File: src/rtl/exc_req_ctrl_pkg.sv
// Shared exception definitions: controller states, cause codes, pending-bit layout.
// Used by the request controller, the exception unit and decode.
package exc_pkg;

  typedef enum logic [1:0] {IDLE, REQ, HANDLER} exc_state_t;

  localparam logic [3:0] CAUSE_NONE   = 4'h0;
  localparam logic [3:0] CAUSE_INVOP  = 4'h1;
  localparam logic [3:0] CAUSE_EXTIRQ = 4'h2;
  localparam logic [3:0] CAUSE_TIMER  = 4'h3;

  localparam int unsigned PEND_INVOP = 0;
  localparam int unsigned PEND_EXT   = 1;
  localparam int unsigned PEND_TIMER = 2;
  localparam int unsigned PEND_W     = 3;

  // Fixed priority INVOP > TIMER > EXTIRQ
  function automatic logic [3:0] exc_cause(input logic [PEND_W-1:0] pend);
    if (pend[PEND_INVOP]) return CAUSE_INVOP;
    if (pend[PEND_TIMER]) return CAUSE_TIMER;
    if (pend[PEND_EXT])   return CAUSE_EXTIRQ;
    return CAUSE_NONE;
  endfunction

  function automatic logic [PEND_W-1:0] cause_mask(input logic [3:0] cause);
    logic [PEND_W-1:0] m;
    m = '0;
    case (cause)
      CAUSE_INVOP:  m[PEND_INVOP] = 1'b1;
      CAUSE_EXTIRQ: m[PEND_EXT]   = 1'b1;
      CAUSE_TIMER:  m[PEND_TIMER] = 1'b1;
      default:      m = '0;
    endcase
    return m;
  endfunction

endpackage

File: src/rtl/exc_req_ctrl_if.sv
// Signal bundle between the exception sources/exception unit (master) and
// the request controller (slave).
interface exc_req_ctrl_if;
  logic       InvOp_E;
  logic       ExtIRQ;
  logic       TimerEn;
  logic       ExcAck;
  logic       ERet;
  logic       Exc;
  logic [3:0] EStatus;
  logic [2:0] Pending;

  modport master (
    output InvOp_E, ExtIRQ, TimerEn, ExcAck, ERet,
    input  Exc, EStatus, Pending
  );

  modport slave (
    input  InvOp_E, ExtIRQ, TimerEn, ExcAck, ERet,
    output Exc, EStatus, Pending
  );
endinterface

File: src/rtl/exc_req_ctrl_timer.sv
// Periodic tick source: counts 0..TIMER_PERIOD-1 while enabled, holds when not,
// and flags the wrap cycle on tick_o. Only instantiated with EXC_TIMER_EN.
module exc_timer #(
  parameter int unsigned TIMER_PERIOD = 1000
) (
  input  logic clk,
  input  logic reset,
  input  logic en_i,
  output logic tick_o
);

  localparam int unsigned CNT_W = $clog2(TIMER_PERIOD);
  localparam logic [CNT_W-1:0] LAST = CNT_W'(TIMER_PERIOD - 1);

  logic [CNT_W-1:0] count_q, count_d;

  assign tick_o = en_i && (count_q == LAST);

  always_comb begin
    count_d = count_q;
    if (en_i) begin
      count_d = (count_q == LAST) ? '0 : count_q + CNT_W'(1);
    end
  end

  always_ff @(posedge clk) begin
    if (reset) count_q <= '0;
    else       count_q <= count_d;
  end

endmodule

File: src/rtl/exc_req_ctrl.sv
// Exception request controller: latches InvOp/ExtIRQ/timer events, arbitrates by
// fixed priority and handshakes with the exception unit. Timer source: EXC_TIMER_EN.
module exc_req_ctrl
  import exc_pkg::*;
#(
  parameter int unsigned TIMER_PERIOD = 1000
) (
  input logic           clk,
  input logic           reset,
  exc_req_ctrl_if.slave bus
);

  logic              s1_q, s2_q, s3_q;
  logic              ext_edge;
  logic              timer_tick;
  logic [PEND_W-1:0] pend_set, pend_clr;
  logic [PEND_W-1:0] pending_q, pending_d;
  exc_state_t        state_q;
  logic              exc_q;
  logic [3:0]        estatus_q;

`ifdef EXC_TIMER_EN
  exc_timer #(.TIMER_PERIOD(TIMER_PERIOD)) u_timer (
    .clk    (clk),
    .reset  (reset),
    .en_i   (bus.TimerEn),
    .tick_o (timer_tick)
  );
`else
  localparam int unsigned unused_period = TIMER_PERIOD;
  logic unused_timer_en;
  assign unused_timer_en = bus.TimerEn;
  assign timer_tick      = 1'b0;
`endif

  assign ext_edge = s2_q & ~s3_q;

  // Set beats clear so an event arriving on the acknowledge cycle is kept
  always_comb begin
    pend_set             = '0;
    pend_set[PEND_INVOP] = bus.InvOp_E;
    pend_set[PEND_EXT]   = ext_edge;
    pend_set[PEND_TIMER] = timer_tick;
    pend_clr             = '0;
    if ((state_q == REQ) && bus.ExcAck) begin
      pend_clr = cause_mask(estatus_q);
    end
    pending_d = (pending_q & ~pend_clr) | pend_set;
  end

  always_ff @(posedge clk) begin
    if (reset) begin
      s1_q      <= 1'b0;
      s2_q      <= 1'b0;
      s3_q      <= 1'b0;
      pending_q <= '0;
    end else begin
      s1_q      <= bus.ExtIRQ;
      s2_q      <= s1_q;
      s3_q      <= s2_q;
      pending_q <= pending_d;
    end
  end

  always_ff @(posedge clk) begin
    if (reset) begin
      state_q   <= IDLE;
      exc_q     <= 1'b0;
      estatus_q <= CAUSE_NONE;
    end else begin
      case (state_q)
        IDLE: begin
          if (|pending_q) begin
            state_q   <= REQ;
            exc_q     <= 1'b1;
            estatus_q <= exc_cause(pending_q);
          end
        end
        REQ: begin
          if (bus.ExcAck) begin
            state_q <= HANDLER;
            exc_q   <= 1'b0;
          end
        end
        HANDLER: begin
          if (bus.ERet) state_q <= IDLE;
        end
        default: begin
          state_q <= IDLE;
          exc_q   <= 1'b0;
        end
      endcase
    end
  end

  assign bus.Exc     = exc_q;
  assign bus.EStatus = estatus_q;
  assign bus.Pending = pending_q;

endmodule

File: src/flat_wrapper.sv
// flat-port wrapper written by rule: the top's interface ports become plain ports
module exc_req_ctrl_flat import exc_pkg::*;
#(
  parameter int unsigned TIMER_PERIOD = 1000
)
  (clk, reset, bus_InvOp_E, bus_ExtIRQ, bus_TimerEn, bus_ExcAck, bus_ERet, bus_Exc, bus_EStatus, bus_Pending);
  exc_req_ctrl_if bus_i ();
  input logic clk;
  input logic reset;
  input wire logic [$bits(bus_i.InvOp_E)-1:0] bus_InvOp_E;
  input wire logic [$bits(bus_i.ExtIRQ)-1:0] bus_ExtIRQ;
  input wire logic [$bits(bus_i.TimerEn)-1:0] bus_TimerEn;
  input wire logic [$bits(bus_i.ExcAck)-1:0] bus_ExcAck;
  input wire logic [$bits(bus_i.ERet)-1:0] bus_ERet;
  output wire logic [$bits(bus_i.Exc)-1:0] bus_Exc;
  output wire logic [$bits(bus_i.EStatus)-1:0] bus_EStatus;
  output wire logic [$bits(bus_i.Pending)-1:0] bus_Pending;
  assign bus_i.InvOp_E = bus_InvOp_E;
  assign bus_i.ExtIRQ = bus_ExtIRQ;
  assign bus_i.TimerEn = bus_TimerEn;
  assign bus_i.ExcAck = bus_ExcAck;
  assign bus_i.ERet = bus_ERet;
  assign bus_Exc = bus_i.Exc;
  assign bus_EStatus = bus_i.EStatus;
  assign bus_Pending = bus_i.Pending;
  exc_req_ctrl #(.TIMER_PERIOD(TIMER_PERIOD)) u_core (.clk(clk), .reset(reset), .bus(bus_i));
endmodule
File: config.mk
export PLATFORM = sky130hd
export DESIGN_NAME = exc_req_ctrl_flat
export DESIGN_NICKNAME = d
export VERILOG_FILES = /design/src/rtl/exc_req_ctrl_pkg.sv /design/src/rtl/exc_req_ctrl_if.sv /design/src/rtl/exc_req_ctrl_timer.sv /design/src/rtl/exc_req_ctrl.sv /design/src/flat_wrapper.sv
export SDC_FILE = /design/constraint.sdc
export NUM_CORES = 1
export LEC_CHECK = 0
export CORE_AREA = 10 10 47 49
export DETAILED_ROUTE_END_ITERATION = 6
export DIE_AREA = 0 0 57 59
export PLACE_DENSITY = 0.62
export SYNTH_ARGS = -nofsm -noshare
export SYNTH_HDL_FRONTEND = slang
export SYNTH_SLANG_ARGS = --single-unit
File: constraint.sdc
create_clock -name clk -period 1 [get_ports clk]
set_input_delay 0.1 -clock clk [delete_from_list [all_inputs] [get_ports clk]]
set_output_delay 0.1 -clock clk [all_outputs]
set_load 0.05 [all_outputs]
==> reports/results.txt, run 1 <==
Required @ worst endpoint - 1130 ps
layout cells sized above 1 - 0.344
DRC Markers - 0
ys flop type - dfxtp_1
Pwr Density - 1570 mW/mm^2
Syn Area/Cell - 9.11 sq um
Reg2Reg Setup Slack - 60 ps
root buffer cell - clkbuf_4
Hold Crit Class - in2reg
antenna-violating nets left - 0
Layout Nets - 69
status - finished clean
Inst Count DP - 72
Yosys top cell area share - 0.525
Syn. warnings - 0
Achievable Freq - 1060 MHz
dominant cell type by area after synthesis - dfxtp_1
mapped cell area - 419 sq um
max cap viols - 0
Starting Density - 0.299
Synth area leaders - dfxtp_1 (53%), a21oi_1 (4.8%), nor2b_1 (4.5%)
number of synthesized register bits - 11
IO Pins - 15
vias per inst - 4.81
DR iter-0 viols - 3
Worst-path clk slew - 70 ps
setup tns final - 0 ps
CTS buffer count - 3
clk_skew - 6.77 ps
Detailed Place HPWL - 712 um
Worst setup SP type - flip-flop
Worst Setup End Kind - flip-flop
final hold violations - 0
# diodes - 0
Post-synth EDFFs - 0
first-pass GRT wire length - 1640 um
Yosys cell types - 22
GP Congestion - 0.703
Die W - 57 um
core region area - 0.00140 sq mm
gate count of the mapped netlist - 46
fraction of registers with async set or reset after synthesis - 0
clk sinks - 11
fin crit period - 939 ps
cell with the most instances after synthesis - dfxtp_1
Area Growth Syn to Fin - 57.9%
design area - 662 sq um
total global routing overflow - 0
hold_buf cts - 0
period utilisation layout - 0.939
H-tree levels - 1
routed len/inst - 12.3 um
endpoints failing setup - 0
crit-path max FO - 6
Arr. time, crit path - 1070 ps
sequential-to-total area share from yosys stat - 0.525
largest net degree at the start of global routing - 11
FF+latch area - 231 sq um
Die Y - 59 um
RSZ-0062 raised after global routing - false
max-slew violations - 0
Final Non-Filler Cells - 77
Rows - 14
VDD IR max - 623 uV
WL final - 948 um
CP Class - reg2reg
DIE AREA - 0.00336 sq mm
dpl cell area - 608 sq um
multi-input combinational cell area - 188 sq um
Leakage - 0.000244 uW
initial antenna violation count - 0
# fillers - 143
Clock Latency Late Sink - 260 ps
vias in the first global route - 371
CTS tree - yes
router iterations before antenna repair - 4
I/O Buffers - 11
Vias - 370
top post-synthesis cells by count - dfxtp_1 (11), a21oi_1 (4), nor2_1 (4)
maximum clock insertion buffer count - 2
Total GRT Usage - 0.0612
[logic make-up (layout without fill, tap and decap cells)]
family	after synthesis	count (layout)	synth area share
other cells	1	2	0.00895
simple gates	16	16	0.218
flops	11	11	0.525
buf+inv	6	20	0.0716
compound gates	12	12	0.176
[layout by cell type (no fill, tap or decap), drive strengths merged, types with 2 or more instances in the layout]
cell / netlist / layout
inv: 3 / 3
clkbuf: 1 / 4
clkdlybuf4s50: 0 / 5
nor4: 2 / 2
nor2: 5 / 5
buf: 2 / 8
o21ai: 4 / 4
nor2b: 3 / 3
a21oi: 4 / 4
dfxtp: 11 / 11
conb: 1 / 2
[flip-flops by register name, summed over array words and instances (netlist names)]
register / count
u_core.s3_q: 1
u_core.s1_q: 1
u_core.bus.EStatus: 2
u_core.bus.Pending: 3
u_core.s2_q: 1
u_core.bus.Exc: 1
u_core.state_q: 2
[where the power goes]
group	switching (uW)	internal, uW	leakage [uW]
clock	139	154	0.0000150
combinational	124	114	0.000136
sequential	38.8	470	0.0000934
total	302	738	0.000244
[critical path: stages, from the launching register on]
cell and delay [ps]:
dfxtp_2 410, nor4_1 70, a2111oi_1 330
[final timing paths]
kind | depth (start not counted) | end | startpoint
max | 2 | u_core.state_q[0] | u_core.bus.Pending[1]
max reg2reg | 2 | u_core.state_q[0] | u_core.bus.Pending[1]
min | 2 | u_core.s1_q | bus_ExtIRQ
min reg2reg | 1 | u_core.s2_q | u_core.s1_q
[repair_timing]
action                                  CTS  global route
resized for setup                         1             5
endpoints found under the hold margin     0             0
endpoints found under the setup margin    1             3
pin swaps                                 0             1
setup buffers                             0             1
[layer usage]
layer | global-route usage | wire (um) | up-vias | share of wire
li1 | - | - | 187 | -
met2 | 0.0853 | 420 | 11 | 0.44
met1 | 0.0674 | 427 | 170 | 0.45
met3 | 0.0386 | 88 | 2 | 0.093
met4 | 0.0403 | 11 | 0 | 0.012
met5 | 0 | 0 | - | 0
[per-stage QoR]
stage               setup WS, ps  hold WS, ps   util  power (uW)
floorplan                  -32.5          185      -         634
global placement            -172          419  0.434         741
detailed placement          -150          431  0.434         742
CTS                         8.70          386  0.454        1040
global route                11.3          398  0.472        1110
finish                      60.9          392  0.472        1040
[layout make-up]
class | instances | share of cell area
sequential | 11 | 0.350
multi-input combinational | 30 | 0.284
timing repair buffer | 13 | 0.280
clock buffer | 4 | 0.0397
tap | 16 | 0.0302
inverter | 3 | 0.0170
No activity file was read; power rests on OpenSTA's default activity.
==> run 2: changes to the inputs <==
--- a/config.mk
+++ b/config.mk
@@ -8,7 +8,7 @@
 export CORE_AREA = 10 10 47 49
 export DETAILED_ROUTE_END_ITERATION = 6
 export DIE_AREA = 0 0 57 59
-export PLACE_DENSITY = 0.62
+export PLACE_DENSITY = 0.64
 export SYNTH_ARGS = -nofsm -noshare
 export SYNTH_HDL_FRONTEND = slang
 export SYNTH_SLANG_ARGS = --single-unit
==> reports/results.txt, run 2 (synthesis gave the netlist of run 1 again) <==
I/O Buffers - 11
setup tns final - 0 ps
Required @ worst endpoint - 1170 ps
antenna-violating nets left - 0
final hold violations - 0
Total GRT Usage - 0.0571
clk sinks - 11
Area Growth Syn to Fin - 59.7%
Vias - 372
Die W - 57 um
Arr. time, crit path - 1150 ps
Leakage - 0.000242 uW
clock network fraction of total power - 0.280
Layout Nets - 68
CTS tree - yes
VDD IR max - 1040 uV
Worst setup SP type - flip-flop
Tot Pwr - 1040 uW
period utilisation layout - 0.980
H-tree levels - 1
crit-path max FO - 7
CP Class - reg2reg
status - finished clean
endpoints failing setup - 0
highest-count cells in the layout ignoring fill and taps - buf_12 (6), clkdlybuf4s50_1 (5)
IO Pins - 15
# diodes - 0
Starting Density - 0.299
Worst Setup End Kind - flip-flop
PnR worst setup slack - 20.2 ps
largest net degree at the start of global routing - 11
routed len/inst - 13.1 um
GR Util met2 - 0.0977
crit-path cells - nor2_4 -> o21ai_1 -> a221oi_2
FF+latch area - 239 sq um
Achievable Freq - 1020 MHz
Internal - 734 uW
met1 Use GR - 0.0511
WL final - 993 um
multi-input combinational cell area - 195 sq um
GP Congestion - 0.691
Die Y - 59 um
Setup WS pre-CTS - -163 ps
total global routing overflow - 0
Inst Count DP - 72
DR iter-0 viols - 9
Final Non-Filler Cells - 76
Reg power frac - 0.490
most common cell after layout, fill and taps aside - buf_12
NetSw - 305 uW
DRC Markers - 0
fin crit period - 980 ps
maximum clock insertion buffer count - 2
Worst-path clk slew - 70 ps
clk_skew - 4.50 ps
final core occ - 0.478
Pwr Density - 1550 mW/mm^2
first-pass GRT wire length - 1550 um
grt peak-use layer - met2
DIE AREA - 0.00336 sq mm
Clock Latency Late Sink - 260 ps
max cap viols - 0
core region area - 0.00140 sq mm
Logic pwr share - 0.230
root buffer cell - clkbuf_4
Hold Crit Class - in2reg
vias in the first global route - 376
max reg flops - 3
CTS buffer count - 3
hold_buf cts - 0
switching part of the total - 0.293
worst stage delay on the critical path - 380 ps
initial antenna violation count - 0
max-slew violations - 0
vias per inst - 4.89
# fillers - 136
router iterations before antenna repair - 4
GR Layer Usage met3 - 0.0429
Critical-path top delay cell - dfxtp_4
layout cells sized above 1 - 0.350
Rows - 14
# Post-CTS Setup Buffers - 0
[run 2: cell types whose count changed in the layout (fill, tap and decap cells not counted), sizes merged]
cell and change:
buf -1
[run 2: worst max-delay path: cells and delay by family (launching register included)]
family	cells	cell delay [ps]
AOI/OAI and AO/OA	2	350
DFF	1	380
and+or+nand+nor	1	160
[run 2: power groups by stage]
stage | Clock, uW | Combinational, uW | Sequential (uW)
finish | 291 | 239 | 509
floorplan | 0 | 76.9 | 557
detailed placement | 0 | 225 | 516
global placement | 0 | 224 | 515
global route | 334 | 254 | 513
CTS | 306 | 225 | 506
[run 2: metrics by stage]
stage,area (sq um),hold WS (ps)
global placement,608,431
finish,669,399
global route,669,397
detailed placement,608,438
CTS,634,388
floorplan,429,185
[run 2: repair_timing]
action / 4_1_cts / 5_1_grt
hold endpoints to repair: 0 / 0
gates resized for setup: 0 / 10
endpoints found under the setup margin: 0 / 4
[run 2: worst paths after layout]
check                          from                     to  slack (ps)  cells past startpoint
setup / recovery  u_core.state_q[0]  u_core.bus.EStatus[1]          20                      3
hold / removal           bus_ExtIRQ            u_core.s1_q         400                      2
setup reg to reg  u_core.state_q[0]  u_core.bus.EStatus[1]          20                      3
hold reg to reg         u_core.s1_q            u_core.s2_q         450                      1
[run 2: metal layers]
| metal | wire [um] | vias to the layer above | part of all wire |
|---|---|---|---|
| li1 | - | 185 | - |
| met5 | 0 | - | 0 |
| met2 | 557 | 12 | 0.56 |
| met1 | 365 | 175 | 0.37 |
| met3 | 69 | 0 | 0.069 |
| met4 | 0 | 0 | 0 |
[run 2: final cells by class]
| cell class | instances | share of cell area |
|---|---|---|
| clock buffers | 4 | 0.0393 |
| inverters | 3 | 0.0168 |
| multi-input cells | 30 | 0.292 |
| flip-flops and latches | 11 | 0.357 |
| well taps | 16 | 0.0299 |
| repair buffers | 12 | 0.265 |
==> run 3: changes to the inputs <==
--- a/config.mk
+++ b/config.mk
@@ -6,6 +6,7 @@
 export NUM_CORES = 1
 export LEC_CHECK = 0
 export CORE_AREA = 10 10 47 49
+export CTS_CLUSTER_SIZE = 30
 export DETAILED_ROUTE_END_ITERATION = 6
 export DIE_AREA = 0 0 57 59
 export PLACE_DENSITY = 0.64
==> constraint.sdc (replaced) <==
create_clock -name clk -period 1 [get_ports clk]
set_input_delay 0.2 -clock clk [delete_from_list [all_inputs] [get_ports clk]]
set_output_delay 0.2 -clock clk [all_outputs]
set_load 0.05 [all_outputs]
==> reports/results.txt, run 3 (synthesis gave the netlist of run 1 again) <==
status - finished with violations
failing checks - negative setup slack
routed len/inst - 12.9 um
PnR worst setup slack - -7.17 ps
dpl cell area - 608 sq um
Reg2Reg Setup Slack - 60 ps
FF+latch area - 245 sq um
NetSw - 307 uW
DRC Markers - 0
max cap viols - 0
Internal - 732 uW
GP Congestion - 0.691
Achievable Freq - 993 MHz
FF-to-FF End - u_core.bus.EStatus[1]
crit-path max FO - 6
CP Class - reg2out
Logic pwr share - 0.229
RSZ-0062 raised after global routing - true
highest-count cells in the layout ignoring fill and taps - buf_12 (6), dfxtp_4 (6), a21oi_1 (4), nor2_1 (4), clkdlybuf4s50_1 (4)
Pwr Density - 1530 mW/mm^2
Hold WS - 230 ps
switching part of the total - 0.296
Starting Density - 0.299
# Post-CTS Setup Buffers - 0
DIE AREA - 0.00336 sq mm
clk_skew - 7.31 ps
clock network fraction of total power - 0.283
launching point of the worst reg2reg path - u_core.state_q[0]
H-tree levels - 1
IO Pins - 15
Rows - 14
Critical-path top delay cell - dfxtp_4
Layout Nets - 68
final core occ - 0.484
Worst Setup End Kind - output pin
crit-path cells - buf_12
endpoints failing setup - 2
total global routing overflow - 0
maximum clock insertion buffer count - 2
router iterations before antenna repair - 2
max-slew violations - 0
Required @ worst endpoint - 800 ps
# fillers - 130
cell family with most CP delay - flip-flops
core region area - 0.00140 sq mm
Setup WS pre-CTS - -263 ps
Clock Latency Late Sink - 270 ps
CTS buffer count - 3
largest net degree at the start of global routing - 11
I/O Buffers - 11
Min-Delay Endpoint - u_core.state_q[0]
WP buf/inv - 1
multi-input combinational cell area - 195 sq um
max reg flops - 3
Arr. time, crit path - 810 ps
period utilisation layout - 1.01
Total GRT Usage - 0.0575
root buffer cell - clkbuf_4
Worst-path clk slew - 70 ps
final hold violations - 0
Reg power frac - 0.488
Hold Crit Depth - 2
fin crit period - 1010 ps
initial antenna violation count - 0
WL final - 979 um
vias in the first global route - 373
Reg2Reg Depth - 3
worst stage delay on the critical path - 400 ps
setup tns final - -8.95 ps
vias per inst - 4.96
Leakage - 0.000253 uW
design area - 678 sq um
CTS tree - yes
layout cells sized above 1 - 0.367
Die W - 57 um
# diodes - 0
Die Y - 59 um
worst min-delay path startpoint - bus_ExcAck
Area Growth Syn to Fin - 61.8%
VDD IR max - 1230 uV
Worst setup SP type - flip-flop
antenna-violating nets left - 0
DR iter-0 viols - 1
Vias - 377
first-pass GRT wire length - 1540 um
Hold Crit Class - in2reg
clk sinks - 11
[run 3: cell types whose count changed in the layout (fill, tap and decap cells not counted)]
cell,change
dfxtp_4,+2
clkdlybuf4s50_1,-1
dfxtp_1,-1
dfxtp_2,-1
dlymetal6s2s_1,+1
[run 3: per-layer routing]
layer / vias up / GRT usage / wire length (um)
met3: 0 / 0.0429 / 65
met5: - / 0 / 0
li1: 187 / - / -
met2: 8 / 0.0977 / 553
met1: 182 / 0.0523 / 359
met4: 0 / 0.0201 / 0
[run 3: worst max path at each step]
| stage | to | start | cells past startpoint |
|---|---|---|---|
| 3_5_place_dp | u_core.bus.Pending[0] | bus_ExcAck | 4 |
| 6_report | bus_Pending[0] | u_core.bus.Pending[0] | 1 |
| 3_3_place_gp | u_core.bus.Pending[0] | bus_ExcAck | 4 |
| 5_1_grt | u_core.bus.EStatus[1] | u_core.state_q[1] | 3 |
| 2_1_floorplan | u_core.bus.Pending[0] | u_core.bus.EStatus[0] | 3 |
| 4_1_cts | bus_Pending[1] | u_core.bus.Pending[1] | 1 |
[run 3: power by group through the flow]
stage	registers [uW]	clock network, uW	logic, uW
after floorplan	557	0	76.9
after global placement	515	0	224
after detailed placement	517	0	225
after CTS	500	306	226
after global routing	511	335	255
final	507	295	238
[run 3: cell type report]
cell class	count	share of cell area
inverters	3	0.0166
multi-input cells	30	0.288
well taps	16	0.0295
clock buffers	4	0.0387
repair buffers	12	0.266
flip-flops and latches	11	0.362
[run 3: per-stage QoR]
step / instances / total power [uW]
2_1_floorplan: 47 / 634
3_3_place_gp: 72 / 739
3_5_place_dp: 72 / 742
4_1_cts: 76 / 1030
5_1_grt: 76 / 1100
6_report: 76 / 1040
[run 3: what timing repair did]
action                     in CTS  in global routing
setup endpoints to repair       4                 10
hold buffers                    0                  0
pin swaps                       0                  1
resized for setup               4                 10
